<file path="src/rtl/l1_miss_requester.sv">
// L1 miss service engine: optional dirty-victim writeback, then line fill from L2.
// Optional L2 watchdog compiled in with `define L1_MISS_WATCHDOG_EN.
module l1_miss_requester #(
  parameter int unsigned ADDR_W     = 16,
  parameter int unsigned LINE_W     = 128,
  parameter int unsigned WDOG_LIMIT = 1024
) (
  input  logic              clk,
  input  logic              reset_n,
  input  logic              miss_req,
  input  logic [ADDR_W-1:0] miss_addr,
  input  logic              victim_dirty,
  input  logic [ADDR_W-1:0] victim_addr,
  input  logic [LINE_W-1:0] victim_data,
  output logic              miss_done,
  output logic [LINE_W-1:0] fill_data,
  output logic              busy,
  output logic              l2_read,
  output logic              l2_write,
  output logic [ADDR_W-1:0] l2_address,
  output logic [LINE_W-1:0] l2_wdata,
  input  logic              l2_resp,
  input  logic [LINE_W-1:0] l2_rdata,
  output logic              l2_timeout
);

  localparam int unsigned OFFSET_W = $clog2(LINE_W / 8);
  localparam logic [ADDR_W-1:0] OFFSET_MASK = ADDR_W'((64'd1 << OFFSET_W) - 64'd1);

  typedef enum logic [2:0] {
    S_IDLE,
    S_WB,
    S_GAP,
    S_FILL,
    S_DONE
  } state_t;

  state_t            state_q, state_nx;
  logic [ADDR_W-1:0] miss_line_q, miss_line_nx;
  logic [ADDR_W-1:0] victim_line_q, victim_line_nx;
  logic [LINE_W-1:0] victim_data_q, victim_data_nx;
  logic [LINE_W-1:0] fill_nx;

  logic              miss_done_nx;
  logic              busy_nx;
  logic              l2_read_nx;
  logic              l2_write_nx;
  logic [ADDR_W-1:0] l2_address_nx;
  logic [LINE_W-1:0] l2_wdata_nx;

  // Next state, capture and next-output decode; outputs are then registered
  // so every output reflects the state it belongs to with no path from l2_resp.
  always_comb begin
    state_nx       = state_q;
    miss_line_nx   = miss_line_q;
    victim_line_nx = victim_line_q;
    victim_data_nx = victim_data_q;
    fill_nx        = fill_data;

    case (state_q)
      S_IDLE: begin
        if (miss_req) begin
          miss_line_nx   = miss_addr & ~OFFSET_MASK;
          victim_line_nx = victim_addr & ~OFFSET_MASK;
          victim_data_nx = victim_data;
          state_nx       = victim_dirty ? S_WB : S_FILL;
        end
      end
      S_WB: begin
        if (l2_resp) state_nx = S_GAP;
      end
      S_GAP: begin
        state_nx = S_FILL;
      end
      S_FILL: begin
        if (l2_resp) begin
          fill_nx  = l2_rdata;
          state_nx = S_DONE;
        end
      end
      S_DONE: begin
        state_nx = S_IDLE;
      end
      default: begin
        state_nx = S_IDLE;
      end
    endcase

    miss_done_nx  = (state_nx == S_DONE);
    busy_nx       = (state_nx != S_IDLE);
    l2_write_nx   = (state_nx == S_WB);
    l2_read_nx    = (state_nx == S_FILL);
    l2_address_nx = '0;
    l2_wdata_nx   = '0;
    if (state_nx == S_WB) begin
      l2_address_nx = victim_line_nx;
      l2_wdata_nx   = victim_data_nx;
    end else if (state_nx == S_FILL) begin
      l2_address_nx = miss_line_nx;
    end
  end

  always_ff @(posedge clk or negedge reset_n) begin
    if (!reset_n) begin
      state_q       <= S_IDLE;
      miss_line_q   <= '0;
      victim_line_q <= '0;
      victim_data_q <= '0;
      fill_data     <= '0;
      miss_done     <= 1'b0;
      busy          <= 1'b0;
      l2_read       <= 1'b0;
      l2_write      <= 1'b0;
      l2_address    <= '0;
      l2_wdata      <= '0;
    end else begin
      state_q       <= state_nx;
      miss_line_q   <= miss_line_nx;
      victim_line_q <= victim_line_nx;
      victim_data_q <= victim_data_nx;
      fill_data     <= fill_nx;
      miss_done     <= miss_done_nx;
      busy          <= busy_nx;
      l2_read       <= l2_read_nx;
      l2_write      <= l2_write_nx;
      l2_address    <= l2_address_nx;
      l2_wdata      <= l2_wdata_nx;
    end
  end

`ifdef L1_MISS_WATCHDOG_EN
  localparam int unsigned WDOG_W = $clog2(WDOG_LIMIT + 1);

  logic [WDOG_W-1:0] wdog_cnt_q;
  logic              timeout_q;
  logic              waiting;
  logic              entering;

  assign waiting  = (state_q == S_WB) || (state_q == S_FILL);
  assign entering = (state_nx != state_q) && ((state_nx == S_WB) || (state_nx == S_FILL));

  // Counts unanswered cycles of the current request; flag is sticky and never aborts.
  always_ff @(posedge clk or negedge reset_n) begin
    if (!reset_n) begin
      wdog_cnt_q <= '0;
      timeout_q  <= 1'b0;
    end else begin
      if (entering) begin
        wdog_cnt_q <= '0;
      end else if (waiting && !l2_resp && (wdog_cnt_q != WDOG_W'(WDOG_LIMIT))) begin
        wdog_cnt_q <= wdog_cnt_q + WDOG_W'(1);
      end
      if (waiting && !l2_resp && (wdog_cnt_q == WDOG_W'(WDOG_LIMIT - 1))) begin
        timeout_q <= 1'b1;
      end
    end
  end

  assign l2_timeout = timeout_q;
`else
  assign l2_timeout = 1'b0;
`endif

endmodule
</file>
<file path="config.mk">
export PLATFORM = sky130hd
export DESIGN_NAME = l1_miss_requester
export DESIGN_NICKNAME = d
export VERILOG_FILES = /design/src/rtl/l1_miss_requester.sv
export SDC_FILE = /design/constraint.sdc
export NUM_CORES = 1
export LEC_CHECK = 0
export ABC_AREA = 1
export CELL_PAD_IN_SITES_DETAIL_PLACEMENT = 0
export CELL_PAD_IN_SITES_GLOBAL_PLACEMENT = 1
export CORE_AREA = 2 2 219 221
export CTS_BUF_LIST = sky130_fd_sc_hd__clkbuf_8
export DETAILED_ROUTE_END_ITERATION = 10
export DIE_AREA = 0 0 221 223
export PLACE_DENSITY = 0.81
export SLEW_MARGIN = 40
export SYNTH_ARGS = -nofsm -noshare
export SYNTH_HDL_FRONTEND = slang
export SYNTH_SLANG_ARGS = --single-unit
</file>
<file path="constraint.sdc">
create_clock -name clk -period 3.5 [get_ports clk]
set_clock_uncertainty 0.15 [all_clocks]
set_input_delay 0.525 -clock clk [delete_from_list [all_inputs] [get_ports clk]]
set_output_delay 0.525 -clock clk [all_outputs]
set_load 0.05 [all_outputs]
</file>
==> results of run 1 <==
## registers in the layout, summed over array words and instances (netlist names)
register,count
miss_done,1
l2_write,1
l2_read,1
miss_line_q,16
busy,1
victim_data_q,128
l2_wdata,128
victim_line_q,16
l2_address,16
fill_data,128
state_q,3
## power groups by stage
stage / registers (mW) / clock network, mW / logic, mW
2_1_floorplan: 11.9 / 0 / 3.36
3_3_place_gp: 7.93 / 0 / 11.3
3_5_place_dp: 7.99 / 0 / 11.4
4_1_cts: 7.95 / 4.56 / 11.5
5_1_grt: 8.16 / 4.81 / 12.1
6_report: 7.95 / 4.39 / 11.3
## cells by family (layout without fill, tap and decap cells)
family / after synthesis / count (layout) / synth area share (%)
buf+inv: 230 / 861 / 6.246
compound gates: 128 / 128 / 4.089
simple gates: 821 / 821 / 21.52
flops: 439 / 439 / 68.13
other cells: 1 / 2 / 0.02326
## per-stage QoR
| step | hold WS (ns) | util, % | worst slack, ns | instance area (um^2) |
|---|---|---|---|---|
| final | 0.2754 | 50.64 | 0.9361 | 23880 |
| after floorplan | 0.07941 | - | 1.888 | 16130 |
| after global routing | 0.2333 | 50.64 | 0.8687 | 23870 |
| after CTS | 0.1914 | 50.60 | 0.8461 | 23850 |
| after global placement | 0.3118 | 47.55 | 0.6025 | 22420 |
| after detailed placement | 0.3140 | 47.55 | 0.5637 | 22420 |
## synth_stat cells (2+ instances only)
cell type    n
nand2_1    530
buf_2       33
inv_2       13
or2_0       43
buf_6       11
o21ai_2      5
buf_4        5
clkbuf_1    30
nor2_4       2
or2_1       45
dfrtp_1    439
o21ai_0    101
inv_1      136
or2_2       40
o21ai_1     22
nor2_1     138
nand3_1     17
nand4_1      2
## metal layers
layer | global-route usage [%] | vias up | part of all wire (%)
met5 | 0 | - | 0.028
met3 | 7.072 | 76 | 8.2
met2 | 30.63 | 448 | 48
li1 | - | 6015 | -
met4 | 6.928 | 2 | 2.4
met1 | 23.99 | 6007 | 41
## layout by cell type, fill, tap and decap left out, drive strengths merged
cell type and instances:
clkinvlp 4, o21ai 128, inv 173, clkbuf 92, nand2 531, nand3b 1
buf 26, dfrtp 439, conb 1, dlygate4sd3 1, nand4 2, nand3 19
nor2 140, clkdlybuf4s50 559, clkinv 6, or2 128, diode 1
## how the worst min path moves through the flow
stage,cells after the start,endpoint,slack (ns),start
after floorplan,0,busy,0.08,reset_n
after global placement,2,fill_data[57],0.31,fill_data[57]
after detailed placement,2,fill_data[67],0.31,fill_data[67]
after CTS,3,fill_data[1],0.19,l2_rdata[1]
after global routing,3,fill_data[121],0.23,l2_rdata[121]
final,3,fill_data[1],0.28,l2_rdata[1]
## cell type report
cell class,instances,share of cell area (%)
well taps,615,3.223
clock buffers,92,5.303
diodes,1,0.01048
clock inverters,34,0.6760
multi-input cells,950,17.36
repair buffers,586,25.06
flip-flops and latches,439,46.01
inverters,149,2.358
==> metrics.cfg, run 1 <==
[yosys]
synth_area_mm2 = 0.01613
syn_nets = 1912
synth_flop_cell = dfrtp_1
ys_async_sr_fraction_pct = 100.0
synth_top_area_share_pct = 68.13
synth_area_per_cell_um2 = 9.960
synth-seq-cells = 439
synth.area.top_cells = dfrtp_1, nand2_1, nor2_1
synth_edf_count = 0
yosysSeqAreaShare_pct = 68.13
yosysTopAreaCell = dfrtp_1
yosysWarningCount = 0
syn-instance-count = 1619
synth.distinct_cells = 25

[clock_network]
numCtsBuffers = 76
cts_root_buf = clkbuf_8
post-cts-setup-buffer-count = 0
clkLatencyLatePin_ns = 0.63
htree_num_levels = 3
clock_tree.buffer_depth = 3
clk_pin_slew_ns = 0.06
postCtsHoldBufs = 1
cts_sinks = 439
cts_resized = 0
cts_tree = built

[setup_path]
rr_worst_depth = 6
r2r-start = state_q[2]
crit_path_max_incr_delay_ns = 0.85
crit_arrival_ns = 1.89
cp_slowest_cell = clkdlybuf4s50_1
crit_path_max_fanout = 2
cp.required_ns = 2.82
startpoint = fill_data[113]
crit_family = buffers and inverters
path_cells = clkdlybuf4s50_1
r2r_end = l2_wdata[48]
path_class = flip-flop to output pin
path_buf_inv = 1
crit_path_end = fill_data[113]
rrSetupSlack_ns = 1.12
cp.depth = 1
start_kind = flip-flop
crit_path_end_kind = output pin

[sta]
tightest_slew_ns = 0.6364
hold_viol_final = 0
tns_ns = 0
fmaxAchievable_mhz = 390.0
finalSetupViolCount = 0
slew_headroom_pct = 57.44
finalCriticalPeriod_ns = 2.564
finalCritPeriodShare_pct = 73.25
rsz0062_at_grt = no
slew_viol_final = 0

[final_layout]
syn_to_final_growth_pct = 48.07
seqCellArea_mm2 = 0.01099
fin_cells = 2866
final_nets = 2495
nFillCells = 4334
multiInputGateArea_mm2 = 0.004145
drive_gt1_share_pct = 8.622

[floorplan]
design.core.area_mm2 = 0.04715
start_util_pct = 34.20
die_h_um = 223
ios = 570
rows = 80
die_area_mm2 = 0.04928
die_w_um = 221

[drt]
drc_errors = 0
wire_per_inst_um = 16.45
vias = 12548
wl_um = 47150
viasPerCell = 4.378
ant_nets = 0
first_pass_iters = 6
drt_iter0_drc = 624

[outcome]
status = completed

[power_and_ir_drop]
swShare_pct = 44.74
totalPowerFinal_mw = 23.67
combPwrFrac_pct = 47.9
p_clk_share_pct = 18.6
power.density_mw_per_mm2 = 991.4
seqPwrFrac_pct = 33.6
p_int_mw = 13.08
p_leak_nw = 11.43
switchingPower_mw = 10.59
irDropWorstVdd_mv = 0.5639

[worst_hold_path]
hold_class = input pin to flip-flop

[placed_design]
portBuffers = 560
dp.cells = 2737
hpwl_um = 32720
gp_congestion = 0.8151

[global_routing]
overflow = 0
grt_pass1_wl_um = 74550
antenna_found_initial = 3
grt_max_degree = 131
grt.total_usage_pct = 19.20
grt_pass1_vias = 12990

[job]
maxCapViolCount = 0

No activity file was read; power rests on OpenSTA's default activity.
==> run 2: changes to the inputs <==
--- a/config.mk
+++ b/config.mk
@@ -8,11 +8,11 @@
 export ABC_AREA = 1
 export CELL_PAD_IN_SITES_DETAIL_PLACEMENT = 0
 export CELL_PAD_IN_SITES_GLOBAL_PLACEMENT = 1
-export CORE_AREA = 2 2 219 221
+export CORE_MARGIN = 2
+export CORE_UTILIZATION = 31
 export CTS_BUF_LIST = sky130_fd_sc_hd__clkbuf_8
 export DETAILED_ROUTE_END_ITERATION = 10
-export DIE_AREA = 0 0 221 223
-export PLACE_DENSITY = 0.81
+export PLACE_DENSITY = 0.77
 export SLEW_MARGIN = 40
 export SYNTH_ARGS = -nofsm -noshare
 export SYNTH_HDL_FRONTEND = slang
==> constraint.sdc (replaced) <==
create_clock -name clk -period 2.2 [get_ports clk]
set_clock_uncertainty 0.15 [all_clocks]
set_input_delay 0.33 -clock clk [delete_from_list [all_inputs] [get_ports clk]]
set_output_delay 0.33 -clock clk [all_outputs]
set_load 0.05 [all_outputs]
==> run 2 against run 1 <==
Net effect: worst setup slack worse by 0.79 ns; worst hold slack worse by 0.20 ns; clock-buffer cell count rose by 11; sequential power grew 57%; critical endpoint is now fill_data[76]; highest routed layer unchanged.
==> metrics.cfg, run 2 (synthesis results as in run 1) <==
[outcome]
status = completed

[power_and_ir_drop]
irDropWorstVdd_mv = 0.9482
p_leak_nw = 12.59
power.density_mw_per_mm2 = 1555

[setup_path]
path_class = flip-flop to output pin
path_cells = dlygate4sd2_1
cp_slowest_cell = dlygate4sd2_1
rrSetupSlack_ns = 0.35
rr_worst_depth = 7
crit_path_end_kind = output pin
start_kind = flip-flop
path_buf_inv = 1
crit_family = buffers and inverters
crit_path_max_fanout = 2
cp.required_ns = 1.72
r2r-start = state_q[0]
crit_path_max_incr_delay_ns = 0.58
crit_arrival_ns = 1.58
r2r_end = l2_wdata[103]

[clock_network]
numCtsBuffers = 77
cts_sinks = 439
cts_root_buf = clkbuf_8
cts_tree = built
clock_tree.buffer_depth = 3
htree_num_levels = 3
clkLatencyLatePin_ns = 0.64
clk_pin_slew_ns = 0.06

[sta]
fmaxAchievable_mhz = 486.2
finalCriticalPeriod_ns = 2.057
rsz0062_at_grt = no
slew_headroom_pct = 60.60
hold_viol_final = 0
finalCritPeriodShare_pct = 93.49
tightest_slew_ns = 0.5934
timing.hold.ws_ns = 0.07566
finalSetupViolCount = 0
slew_viol_final = 0

[drt]
drt_iter0_drc = 660
first_pass_iters = 5
vias = 12685
viasPerCell = 4.255
wl_um = 48740
wire_per_inst_um = 16.35
ant_nets = 0
drc_errors = 0

[worst_hold_path]
hold_class = input pin to flip-flop
holdPathStages = 3
hold_path_end = fill_data[69]
min_from = l2_rdata[69]

[global_routing]
grt_max_degree = 107
grt_pass1_wl_um = 75040
overflow = 0
grt.total_usage_pct = 18.04
grt_pass1_vias = 13326
antenna_found_initial = 5

[final_layout]
final_common_cell = nand2_1
final_area_mm2 = 0.02417
seqCellArea_mm2 = 0.01099
syn_to_final_growth_pct = 49.87
drive_gt1_share_pct = 11.18
nFillCells = 4937
biggestRegsByFlops = fill_data: 128 flops, l2_wdata: 128 flops, victim_data_q: 128 flops
fin_cells = 2981
final_core_util_pct = 47.01
final_nets = 2530
multiInputGateArea_mm2 = 0.004145
layout_common_cells = nand2_1, dfrtp_1, clkdlybuf4s50_1, dlygate4sd2_1, inv_1

[floorplan]
die_area_mm2 = 0.05386
ios = 570
rows = 83
die_h_um = 232.1
start_util_pct = 31.37
design.core.area_mm2 = 0.05141
die_w_um = 232.1

[placed_design]
gp_congestion = 0.8039
placed_cell_area_mm2 = 0.02272
hpwl_um = 34590
portBuffers = 560
dp.cells = 2830

[job]
maxCapViolCount = 0

==> run 2: cell count changes in the layout (fill, tap and decap cells not counted), sizes merged, moves of 2 or more <==
cell / previous run / this run
clkdlybuf4s50: 559 / 283
dlygate4sd2: 0 / 255
buf: 26 / 75
clkbuf: 92 / 103
dlygate4sd3: 1 / 7
bufinv: 0 / 3
diode: 1 / 3
==> run 2: worst max-delay path by stage <==
stage | end | depth (start not counted) | startpoint
final | fill_data[76] | 1 | fill_data[76]
after global placement | l2_wdata[103] | 7 | miss_req
after CTS | fill_data[117] | 1 | fill_data[117]
after global routing | fill_data[117] | 1 | fill_data[117]
after detailed placement | l2_wdata[103] | 7 | miss_req
after floorplan | l2_wdata[30] | 7 | state_q[2]
==> run 2: layout make-up <==
type,count,share of cell area [%]
Inverter,149,2.330
Timing Repair Buffer,620,24.60
Antenna cell,3,0.03106
Sequential cell,439,45.46
Tap cell,680,3.521
Clock inverter,37,1.046
Multi-Input combinational cell,950,17.15
Clock buffer,103,5.866
==> run 2: repair_timing <==
action                                  CTS  global route
endpoints found under the setup margin  255             0
hold buffers                              8             0
buffers inserted                          0             0
gates resized for setup                 255             0
endpoints found under the hold margin   305             0
==> run 2: report_power, final <==
group	total, mW	switching, mW	internal [mW]	leakage [nW]
Sequential	12.5	1.15	11.4	5.43
Clock	7.94	3.39	4.55	0.940
Combinational	17.1	12.5	4.64	6.22
Total	37.6	17.0	20.6	12.6
==> run 2: per-layer routing <==
layer	GRT usage [%]	share of wire, %
met5	0	0.049
met3	6.238	8.4
met4	7.192	2.4
met1	21.99	41
met2	29.28	48
==> run 2: metrics by stage <==
| step | total power, mW | setup TNS (ns) | setup slack (ns) |
|---|---|---|---|
| finish | 37.57 | 0 | 0.1431 |
| global route | 39.89 | 0 | 0.05101 |
| CTS | 38.09 | 0 | 0.05136 |
| detailed placement | 31.10 | -1.156 | -0.1112 |
| global placement | 30.83 | -0.5622 | -0.1125 |
| floorplan | 24.34 | 0 | 0.5881 |
==> run 3: changes to the inputs <==
--- a/config.mk
+++ b/config.mk
@@ -8,7 +8,6 @@
 export ABC_AREA = 1
 export CELL_PAD_IN_SITES_DETAIL_PLACEMENT = 0
 export CELL_PAD_IN_SITES_GLOBAL_PLACEMENT = 1
-export CORE_MARGIN = 2
 export CORE_UTILIZATION = 31
 export CTS_BUF_LIST = sky130_fd_sc_hd__clkbuf_8
 export DETAILED_ROUTE_END_ITERATION = 10
==> run 3 against run 2 <==
Net effect: final cell count shrank 0.54%; via count is 0.73% lower; clock power down 5.4%; worst setup slack improved by 0.0091 ns; power fell by 0.97%; clock-buffer cell count decreased by 6; worst hold slack better by 0.0030 ns; fmax is 0.44% higher; non-clock buffer count decreased by 8; critical path depth unchanged; sequential power barely moved; largest power group unchanged; design area decreased by 0.65%.
==> metrics.cfg, run 3 (synthesis results as in run 1) <==
[placed_design]
gp_congestion = 0.7970
dp.cells = 2829
portBuffers = 560
hpwl_um = 33700

[floorplan]
ios = 570
die_w_um = 230.1
die_h_um = 230.1
design.core.area_mm2 = 0.05130
start_util_pct = 31.43
rows = 83
die_area_mm2 = 0.05293

[worst_hold_path]
hold_class = input pin to flip-flop
holdPathStages = 3

[sta]
finalCriticalPeriod_ns = 2.048
hold_viol_final = 0
timing.hold.ws_ns = 0.07870
finalSetupViolCount = 0
slew_headroom_pct = 60.39
rsz0062_at_grt = no
slew_viol_final = 0
tightest_slew_ns = 0.5965
fmaxAchievable_mhz = 488.3
finalCritPeriodShare_pct = 93.08

[drt]
wire_per_inst_um = 16.14
viasPerCell = 4.247
drt_iter0_drc = 620
vias = 12593
drc_errors = 0
ant_nets = 0
wl_um = 47850
first_pass_iters = 6

[setup_path]
cp.depth = 1
r2r-start = state_q[2]
startpoint = fill_data[7]
cp.required_ns = 1.72
rr_worst_depth = 7
crit_arrival_ns = 1.57
path_cells = dlygate4sd2_1
r2r_end = l2_wdata[55]
crit_path_end = fill_data[7]
crit_path_max_fanout = 2
rrSetupSlack_ns = 0.30
path_class = flip-flop to output pin
path_buf_inv = 1
crit_family = buffers and inverters
cp_slowest_cell = dlygate4sd2_1
crit_path_max_incr_delay_ns = 0.56
start_kind = flip-flop
crit_path_end_kind = output pin

[clock_network]
numCtsBuffers = 78
htree_num_levels = 3
cts_tree = built
clkLatencyLatePin_ns = 0.63
cts_root_buf = clkbuf_8
cts_sinks = 439
clock_tree.buffer_depth = 3
clk_pin_slew_ns = 0.06

[power_and_ir_drop]
p_leak_nw = 12.51
totalPowerFinal_mw = 37.20
irDropWorstVdd_mv = 0.8346
power.density_mw_per_mm2 = 1549

[final_layout]
layout_common_cells = nand2_1, dfrtp_1, clkdlybuf4s50_1, dlygate4sd2_1, inv_1
fin_cells = 2965
final_common_cell = nand2_1
syn_to_final_growth_pct = 48.90
final_nets = 2523
drive_gt1_share_pct = 10.51
final_core_util_pct = 46.80
biggestRegsByFlops = fill_data: 128 flops, l2_wdata: 128 flops, victim_data_q: 128 flops

[global_routing]
antenna_found_initial = 3
grt_max_degree = 82
grt.total_usage_pct = 18.14
grt_pass1_vias = 13017
overflow = 0
grt_pass1_wl_um = 74410

[outcome]
status = completed

[job]
maxCapViolCount = 0

-- run 3: cell count changes in the layout (fill, tap and decap cells not counted), sizes merged --
cell,before,now
buf,75,65
dlygate4sd2,255,263
clkbuf,103,97
dlygate4sd3,7,1
bufinv,3,2
clkinv,7,6
clkinvlp,3,4
diode,3,2
-- run 3: per-stage QoR --
step | TNS (ns) | setup WS [ns] | area [um^2]
floorplan | 0 | 0.5881 | 16130
global placement | -0.09584 | -0.05502 | 22770
detailed placement | -0.1448 | -0.04625 | 22770
CTS | 0 | 0.05070 | 24010
global route | 0 | 0.04895 | 24010
finish | 0 | 0.1522 | 24010
-- run 3: layer usage --
metal / global-route usage [%] / vias up / part of all wire, % / routed length (um)
li1: - / 6085 / - / -
met1: 23.30 / 5984 / 43 / 20470
met2: 28.64 / 452 / 47 / 22330
met3: 5.890 / 68 / 8.3 / 3949
met4: 6.395 / 4 / 2.2 / 1067
met5: 0 / - / 0.050 / 24
-- run 3: what timing repair did --
action	in CTS	in global routing
resized for setup	263	0
setup buffers	0	0
hold endpoints to repair	341	0
hold buffers	1	0
setup endpoints to repair	263	0
-- run 3: report_power, final --
| group | total, mW | internal (mW) | switching (mW) |
|---|---|---|---|
| Clock | 7.51 | 4.20 | 3.31 |
| Sequential | 12.5 | 11.4 | 1.15 |
| Combinational | 17.1 | 4.73 | 12.4 |
| Total | 37.2 | 20.3 | 16.9 |
-- run 3: area by class of cell --
cell class	instances	area, um^2
clock buffer	97	1335
timing repair buffer	612	5904
clock inverter	36	221.5
fill	4986	27290
antenna	2	5.005
sequential	439	10990
tap	680	850.8
multi-input combinational	950	4145
inverter	149	563.0
-- run 3: worst reg2reg max path, delay by kind of cell (launching register included) --
kind	cells	cell delay, ns
compound gates	1	0.30
simple gates	3	0.42
flops	1	0.42
buf+inv	3	0.52
-- run 3: worst min path at each step --
stage                  startpoint              to  slack (ns)
floorplan                 reset_n            busy       -0.12
global placement          reset_n    l2_wdata[31]        0.19
detailed placement        reset_n    l2_wdata[31]        0.19
CTS                 l2_rdata[115]  fill_data[115]       0.002
global route        l2_rdata[115]  fill_data[115]        0.04
finish              l2_rdata[115]  fill_data[115]        0.08
